`config.mk`:
```
export PLATFORM = sky130hd
export DESIGN_NAME = arb_mux_flat
export DESIGN_NICKNAME = d
export VERILOG_FILES = /design/src/rtl/arb_mux_if.sv /design/src/rtl/arb_mux.sv /design/src/flat_wrapper.sv
export SDC_FILE = /design/constraint.sdc
export NUM_CORES = 1
export LEC_CHECK = 0
export CAP_MARGIN = 20
export CORE_MARGIN = 5
export CORE_UTILIZATION = 34
export DETAILED_ROUTE_END_ITERATION = 7
export PLACE_DENSITY = 0.86
export SLEW_MARGIN = 15
export SYNTH_ARGS = -nofsm -noshare
export SYNTH_HDL_FRONTEND = slang
export SYNTH_SLANG_ARGS = --single-unit
```
`constraint.sdc`:
```
create_clock -name clk -period 2.5 [get_ports clk]
set_input_delay 0.5 -clock clk [delete_from_list [all_inputs] [get_ports clk]]
set_output_delay 0.5 -clock clk [all_outputs]
set_load 0.005 [all_outputs]
```
`src/rtl/arb_mux_if.sv`:
```
// Handshake bundle between N competing sources and one sink of arb_mux.
// The slave modport is the arbiter's view; master is the traffic generator's view.
interface arb_mux_if #(
   parameter int WIDTH = 32,
   parameter int N     = 4
);
   localparam int SEL_W = $clog2(N);

   logic [N-1:0]       in_valid;
   logic [N*WIDTH-1:0] in_data;
   logic [N-1:0]       in_ready;
   logic               out_valid;
   logic [WIDTH-1:0]   out_data;
   logic [SEL_W-1:0]   out_sel;
   logic               out_ready;

   modport master (
      output in_valid, in_data, out_ready,
      input  in_ready, out_valid, out_data, out_sel
   );

   modport slave (
      input  in_valid, in_data, out_ready,
      output in_ready, out_valid, out_data, out_sel
   );
endinterface

```
`src/rtl/arb_mux.sv`:
```
// Registered N-way arbitrating multiplexer: one valid source per cycle, chosen by
// fixed or round-robin priority, is captured into a single output register stage.
module arb_mux #(
   parameter int WIDTH = 32,
   parameter int N     = 4,
   parameter bit RR    = 1'b1
) (
   input logic      clk,
   input logic      resetn,
   arb_mux_if.slave bus
);
   localparam int SEL_W = $clog2(N);

   logic [SEL_W-1:0] ptr_q, ptr_d;
   logic [SEL_W-1:0] sel_q, sel_d;
   logic [WIDTH-1:0] data_q, data_d;
   logic             valid_q, valid_d;
   logic [SEL_W-1:0] win_s;
   logic             found_s;
   logic             load_s;
   logic [WIDTH-1:0] win_data_s;
   logic [N-1:0]     ready_s;

   // Scanned from the far end so the last hit is the one nearest ptr.
   function automatic logic [SEL_W:0] pick_winner(input logic [N-1:0]     valid,
                                                  input logic [SEL_W-1:0] ptr);
      logic [SEL_W:0]   res;
      logic [SEL_W-1:0] idx;
      res = '0;
      for (int k = N - 1; k >= 0; k--) begin
         idx = SEL_W'((int'(ptr) + k) % N);
         if (valid[idx]) begin
            res = {1'b1, idx};
         end
      end
      return res;
   endfunction

   assign load_s = !valid_q | bus.out_ready;

   // Winner selection, payload mux and per-channel accept.
   always_comb begin
      {found_s, win_s} = pick_winner(bus.in_valid, ptr_q);
      win_data_s = '0;
      for (int k = 0; k < N; k++) begin
         if (win_s == SEL_W'(k)) begin
            win_data_s = bus.in_data[k*WIDTH +: WIDTH];
         end
      end
      ready_s = '0;
      if (resetn && load_s && found_s) begin
         ready_s[win_s] = 1'b1;
      end else begin
         ready_s = '0;
      end
   end

   // Next state of the output register and priority pointer.
   always_comb begin
      valid_d = valid_q;
      data_d  = data_q;
      sel_d   = sel_q;
      ptr_d   = ptr_q;
      if (load_s) begin
         if (found_s) begin
            valid_d = 1'b1;
            data_d  = win_data_s;
            sel_d   = win_s;
            if (RR) begin
               if (win_s == SEL_W'(N - 1)) begin
                  ptr_d = '0;
               end else begin
                  ptr_d = win_s + SEL_W'(1);
               end
            end else begin
               ptr_d = '0;
            end
         end else begin
            valid_d = 1'b0;
         end
      end else begin
         valid_d = valid_q;
      end
   end

   // State registers; a beat held at reset is dropped.
   always_ff @(posedge clk or negedge resetn) begin
      if (!resetn) begin
         valid_q <= 1'b0;
         data_q  <= '0;
         sel_q   <= '0;
         ptr_q   <= '0;
      end else begin
         valid_q <= valid_d;
         data_q  <= data_d;
         sel_q   <= sel_d;
         ptr_q   <= ptr_d;
      end
   end

   assign bus.in_ready  = ready_s;
   assign bus.out_valid = valid_q;
   assign bus.out_data  = data_q;
   assign bus.out_sel   = sel_q;
endmodule

```
`src/flat_wrapper.sv`:
```
// flat-port wrapper written by rule: the top's interface ports become plain ports
module arb_mux_flat 
#(
   parameter int WIDTH = 32,
   parameter int N     = 4,
   parameter bit RR    = 1'b1
)
  (clk, resetn, bus_in_valid, bus_in_data, bus_out_ready, bus_in_ready, bus_out_valid, bus_out_data, bus_out_sel);
  arb_mux_if #(.WIDTH(WIDTH), .N(N)) bus_i ();
  input logic clk;
  input logic resetn;
  input wire logic [$bits(bus_i.in_valid)-1:0] bus_in_valid;
  input wire logic [$bits(bus_i.in_data)-1:0] bus_in_data;
  input wire logic [$bits(bus_i.out_ready)-1:0] bus_out_ready;
  output wire logic [$bits(bus_i.in_ready)-1:0] bus_in_ready;
  output wire logic [$bits(bus_i.out_valid)-1:0] bus_out_valid;
  output wire logic [$bits(bus_i.out_data)-1:0] bus_out_data;
  output wire logic [$bits(bus_i.out_sel)-1:0] bus_out_sel;
  assign bus_i.in_valid = bus_in_valid;
  assign bus_i.in_data = bus_in_data;
  assign bus_i.out_ready = bus_out_ready;
  assign bus_in_ready = bus_i.in_ready;
  assign bus_out_valid = bus_i.out_valid;
  assign bus_out_data = bus_i.out_data;
  assign bus_out_sel = bus_i.out_sel;
  arb_mux #(.WIDTH(WIDTH), .N(N), .RR(RR)) u_core (.clk(clk), .resetn(resetn), .bus(bus_i));
endmodule
```
# After elaboration in Yosys (flattened, before gate mapping)

Index checks and enable logic that the tools add are counted.

Reductions and logical operators: 6
Mux-type cells: 21
Bitwise logic cells: 1
Eq/ne operators: 3
$add $sub $neg: 4
Order comparisons: 6

Operators by type and width:

| cell                                                                                 | number |
|---|---|
| 32-bit two-way mux                                                                   | 4 |
| 2-bit by 3-bit < comparator with 1-bit output (second input constant)                | 5 |
| 3-bit two-way mux                                                                    | 4 |
| 1-bit binary-select mux with 2-bit select                                            | 4 |
| 1-bit two-way mux                                                                    | 6 |
| 2-bit by 1-bit adder with 2-bit output (second input constant)                       | 2 |
| 2-bit adder (second input constant)                                                  | 2 |
| 2-bit == test (second input constant)                                                | 2 |
| 4-bit two-way mux                                                                    | 1 |
| 1-bit logical AND                                                                    | 3 |
| 1-bit demux with 2-bit select                                                        | 1 |
| 2-bit by 1-bit == test with 1-bit output (second input constant)                     | 1 |
| 2-bit by 1-bit greater-or-equal comparator with 1-bit output (second input constant) | 1 |
| 2-bit logical NOT                                                                    | 1 |
| 2-bit two-way mux                                                                    | 1 |
| 2-bit AND reduction                                                                  | 1 |
| 1-bit logical NOT                                                                    | 1 |
| 1-bit OR                                                                             | 1 |

Word-level logic and storage cells: 45
Register bits after elaboration: 37
Input port bits: 135

# Longest topological paths before layout

Depth after elaboration: 12
Depth in mapped cells: 9
Mapped depth without buffers: 7

# Worst setup path after synthesis

No wires, ideal clock.

Kind: input port to output port
Start: in bus_in_valid[0]
End: out bus_in_ready[2]
Path slack: 0.027 ns
Data required time: 2.000 ns
Arrival time: 1.973 ns
Cell stages on the path: 6
Path buffers: 2
Cells stage by stage: nor3b_1 -> a311o_1 -> ha_1 -> buf_2 -> clkbuf_1 -> and3_1

Word-level cells in the longest chain between the ends: 11
Elaborated cells on any way between the ends: 19

RTL lines:

| what                                                                                                                                                | line               | text |
|---|---|---|
| start: declaration                                                                                                                                  | flat_wrapper.sv:12 | `input wire logic [$bits(bus_i.in_valid)-1:0] bus_in_valid;` |
| 1-bit binary-select mux with 2-bit select                                                                                                           | arb_mux.sv:32      | `if (valid[idx]) begin` |
| 1-bit two-way mux (not written as such)                                                                                                             | arb_mux.sv:32      |  |
| 3-bit two-way mux (3 in series)                                                                                                                     | arb_mux.sv:32      |  |
| 3-bit two-way mux (*)                                                                                                                               | arb_mux.sv:32      |  |
| 2-bit by 3-bit < comparator with 1-bit output (not written as such) or 2-bit by 1-bit greater-or-equal comparator with 1-bit output (tied branches) | arb_mux.sv:52      | `ready_s[win_s] = 1'b1;` |
| 1-bit logical AND (not written as such)                                                                                                             | arb_mux.sv:52      |  |
| 1-bit two-way mux (not written as such)                                                                                                             | arb_mux.sv:52      |  |
| 1-bit demux with 2-bit select                                                                                                                       | -                  |  |
| 4-bit two-way mux (*)                                                                                                                               | arb_mux.sv:51      | `if (resetn && load_s && found_s) begin` |
| end: declaration                                                                                                                                    | flat_wrapper.sv:15 | `output wire logic [$bits(bus_i.in_ready)-1:0] bus_in_ready;` |

Every way passes the cells marked *; elsewhere a longest branch is shown, timed or not. The select of a mux whose other input is x is not followed.

# Final worst setup path

Start: in bus_in_valid[2]
End: out bus_in_ready[2]

Same word-level chain as after synthesis.

==> impl_metrics.json <==
{
  "max_stage_delay_ns": 0.33,
  "cap_violations": 0,
  "timing_max_transition_violations_final": 0,
  "synth_cell_type_count": 30,
  "timing.fmax_ghz": 0.4147,
  "cts-root-buf": "clkbuf_8",
  "ant_nets": 0,
  "synth_top_cell_area_share_pct": 33.14,
  "rows": 33,
  "tightest_slew_ns": 0.6548,
  "numPlacedInstances": 594,
  "io_buffers": 173,
  "hold_violations": 0,
  "netlist_instances": 333,
  "finalSetupTns_ns": 0,
  "outcome": "finished, final reports clean",
  "final_layout_size_suffix_gt1_share_pct": 16.20,
  "netlist_top_cells_area": "dfrtp_1 (33%), a221o_1 (11%), a21oi_2 (9.4%), nand3b_1 (8.6%), a31oi_1 (7.2%)",
  "synth_nets": 472,
  "synthFlopType": "dfrtp_1",
  "die_h_um": 100.7,
  "place_congestion": 0.9467,
  "htreeDepth": 2,
  "path_clk_slew_ns": 0.08,
  "slowest_stage": "dlygate4sd2_1",
  "crit_top_cell": "dlygate4sd2_1",
  "yosys_register_bits": 37,
  "initial_core_util_pct": 34.52,
  "antenna_cells": 0,
  "dr.pass1.iters": 4,
  "nets": 638,
  "numCtsBuffers": 5,
  "start_kind": "primary input",
  "grt_pass1_vias": 3469,
  "rsz0062_at_grt": "no",
  "io_pins": 174,
  "finalSetupViolCount": 0,
  "synth.avg_cell_area_um2": 8.390,
  "cts.sinks": 37,
  "drt-initial-drc-count": 175,
  "post-route-util_pct": 59.35,
  "hold_class": "primary input to async pin",
  "fillCellCount": 708,
  "critPathTopFamily": "buffers and inverters",
  "vdd_ir_drop_max_v": 0.0004353,
  "clock_latency_ns": 0.29,
  "cp_num_buf_inv": 3,
  "fin_cells": 605,
  "grt_pass1_wl_mm": 16.77,
  "die_width_um": 100.7,
  "period_needed_ns": 2.411,
  "arrival_ns": 1.91,
  "wl_per_cell_um": 17.81,
  "routed_wl_mm": 10.77,
  "design_area_um2": 4803,
  "die-area_um2": 10130,
  "vias": 3327,
  "synth_warnings": 0,
  "grt_max_degree": 65,
  "synth_top_cell_by_area": "dfrtp_1",
  "met1Wirelength_mm": 4.122,
  "track_usage_pct": 20.65,
  "crit_path_end_kind": "output port",
  "period_share_pct": 96.45,
  "cts_buffer_depth": 2,
  "crit_path_cell_trace": "dlygate4sd2_1, buf_4, a311o_1, ha_2, and3_1, dlygate4sd2_1",
  "antenna_found_initial": 0,
  "crit_fanout": 5,
  "slew_headroom_pct": 56.35,
  "globalRouteOverflowTotal": 0,
  "critPathRequiredTime_ns": 2.00,
  "dr_wl_met2_mm": 5.454,
  "via_per_inst": 5.499,
  "drc": 0,
  "dp_hpwl_mm": 7.695,
  "p_leak_nw": 1.869,
  "yosys-top-cells-count": "dfrtp_1 (37), nand2_1 (37), a21oi_1 (35)",
  "cts_tree": "yes",
  "syn-cell-area_um2": 2794,
  "worstSetupPathType": "primary input to output port",
  "syn_to_final_growth_pct": 71.92,
  "async_reset_ff_share_pct": 100.0,
  "dr_wl_met3_um": 822,
  "core_um2": 8093,
  "highest_layer": "met4",
  "power_density_nw_per_um2": 779.8,
  "skew_ns": 0.004969,
  "synth-edff-count": 0,
  "yosysSeqAreaShare_pct": 33.14,
  "dpl-instance-area_um2": 4649
}
-- layout by cell type, fill, tap and decap left out, types with 3 or more instances in the layout --
cell type and n:
inv_1 32, nand2_1 37, clkdlybuf4s50_1 164, dfrtp_1 37
nand3b_1 32, a21oi_1 34, a21oi_2 31, and3_1 4
clkbuf_8 5, a221o_1 32, dlygate4sd2_1 3, a31oi_1 32
buf_2 4, buf_4 21
-- timing repair --
| action | 4_1_cts | 5_1_grt |
|---|---|---|
| resized for setup | 27 | 7 |
| endpoints found under the setup margin | 36 | 2 |
| hold buffers | 0 | 0 |
| pin swaps | 4 | 3 |
| setup buffers | 4 | 0 |
-- routing by layer --
metal,vias up,global-route usage [%]
met4,0,9.845
met1,1578,23.22
met3,24,4.913
met2,155,36.46
li1,1570,-
met5,-,0
-- per-stage QoR --
step | hold slack (ns) | power, mW | setup slack [ns]
2_1_floorplan | 0.2044 | 2.235 | 0.02658
6_report | 0.3214 | 3.746 | 0.08865
4_1_cts | 0.3383 | 3.768 | -0.004649
3_5_place_dp | 0.5253 | 3.288 | -0.5549
3_3_place_gp | 0.5188 | 3.214 | -0.5065
5_1_grt | 0.3849 | 4.020 | 0.01158
-- registers in the layout (all words and copies together) (netlist names) --
register / count
u_core.bus.out_sel: 2
u_core.ptr_q: 2
u_core.bus.out_valid: 1
u_core.bus.out_data: 32
-- path summary, 6_finish.rpt --
kind	startpoint	end	slack, ns	cells after the start
setup / recovery	bus_in_valid[2]	bus_in_ready[2]	0.09	6
hold / removal	resetn	u_core.bus.out_data[3]	0.32	2
setup reg to reg	u_core.ptr_q[1]	u_core.bus.out_data[27]	0.17	9
hold reg to reg	u_core.bus.out_sel[0]	u_core.bus.out_sel[0]	0.54	2
max in group asynchronous	resetn	u_core.bus.out_sel[1]	1.80	2
min in group clk	u_core.bus.out_sel[0]	u_core.bus.out_sel[0]	0.54	2
-- logic make-up (layout without fill, tap and decap cells) --
logic type               count (synthesis)  after routing  share of synthesized area (%)
AO/OA/AOI/OAI                          139            139                          36.99
buffers and inverters                   69            236                          10.70
AND/OR/NAND/NOR                         83             83                          16.97
flip-flops                              37             37                          33.14
multiplexers                             1              1                         0.4030
adder cells (fa/ha/maj)                  4              4                          1.791
-- where the power goes --
group          switching, mW  leakage, nW  internal [mW]
Combinational           1.02         1.40           1.29
Sequential             0.178        0.426          0.849
Clock                  0.215       0.0450          0.193
Total                   1.41         1.87           2.34
-- final cells by class --
| cell class | instances | area [um^2] | share of cell area (%) |
|---|---|---|---|
| clock buffer | 6 | 72.57 | 1.511 |
| inverter | 32 | 120.1 | 2.501 |
| multi-input combinational | 227 | 1644 | 34.23 |
| sequential | 37 | 925.9 | 19.28 |
| clock inverter | 2 | 10.01 | 0.2084 |
| tap | 105 | 131.4 | 2.735 |
| timing repair buffer | 196 | 1899 | 39.54 |
-- worst register-to-register path: stages (launching register included) --
cell	delay, ns
dfrtp_1	0.43
nand2_1	0.11
a21oi_2	0.26
a311o_1	0.21
buf_4	0.14
ha_4	0.11
buf_4	0.35
nand3b_1	0.15
a221o_1	0.32
a31oi_1	0.19
Power figures use the tool's default switching activity.
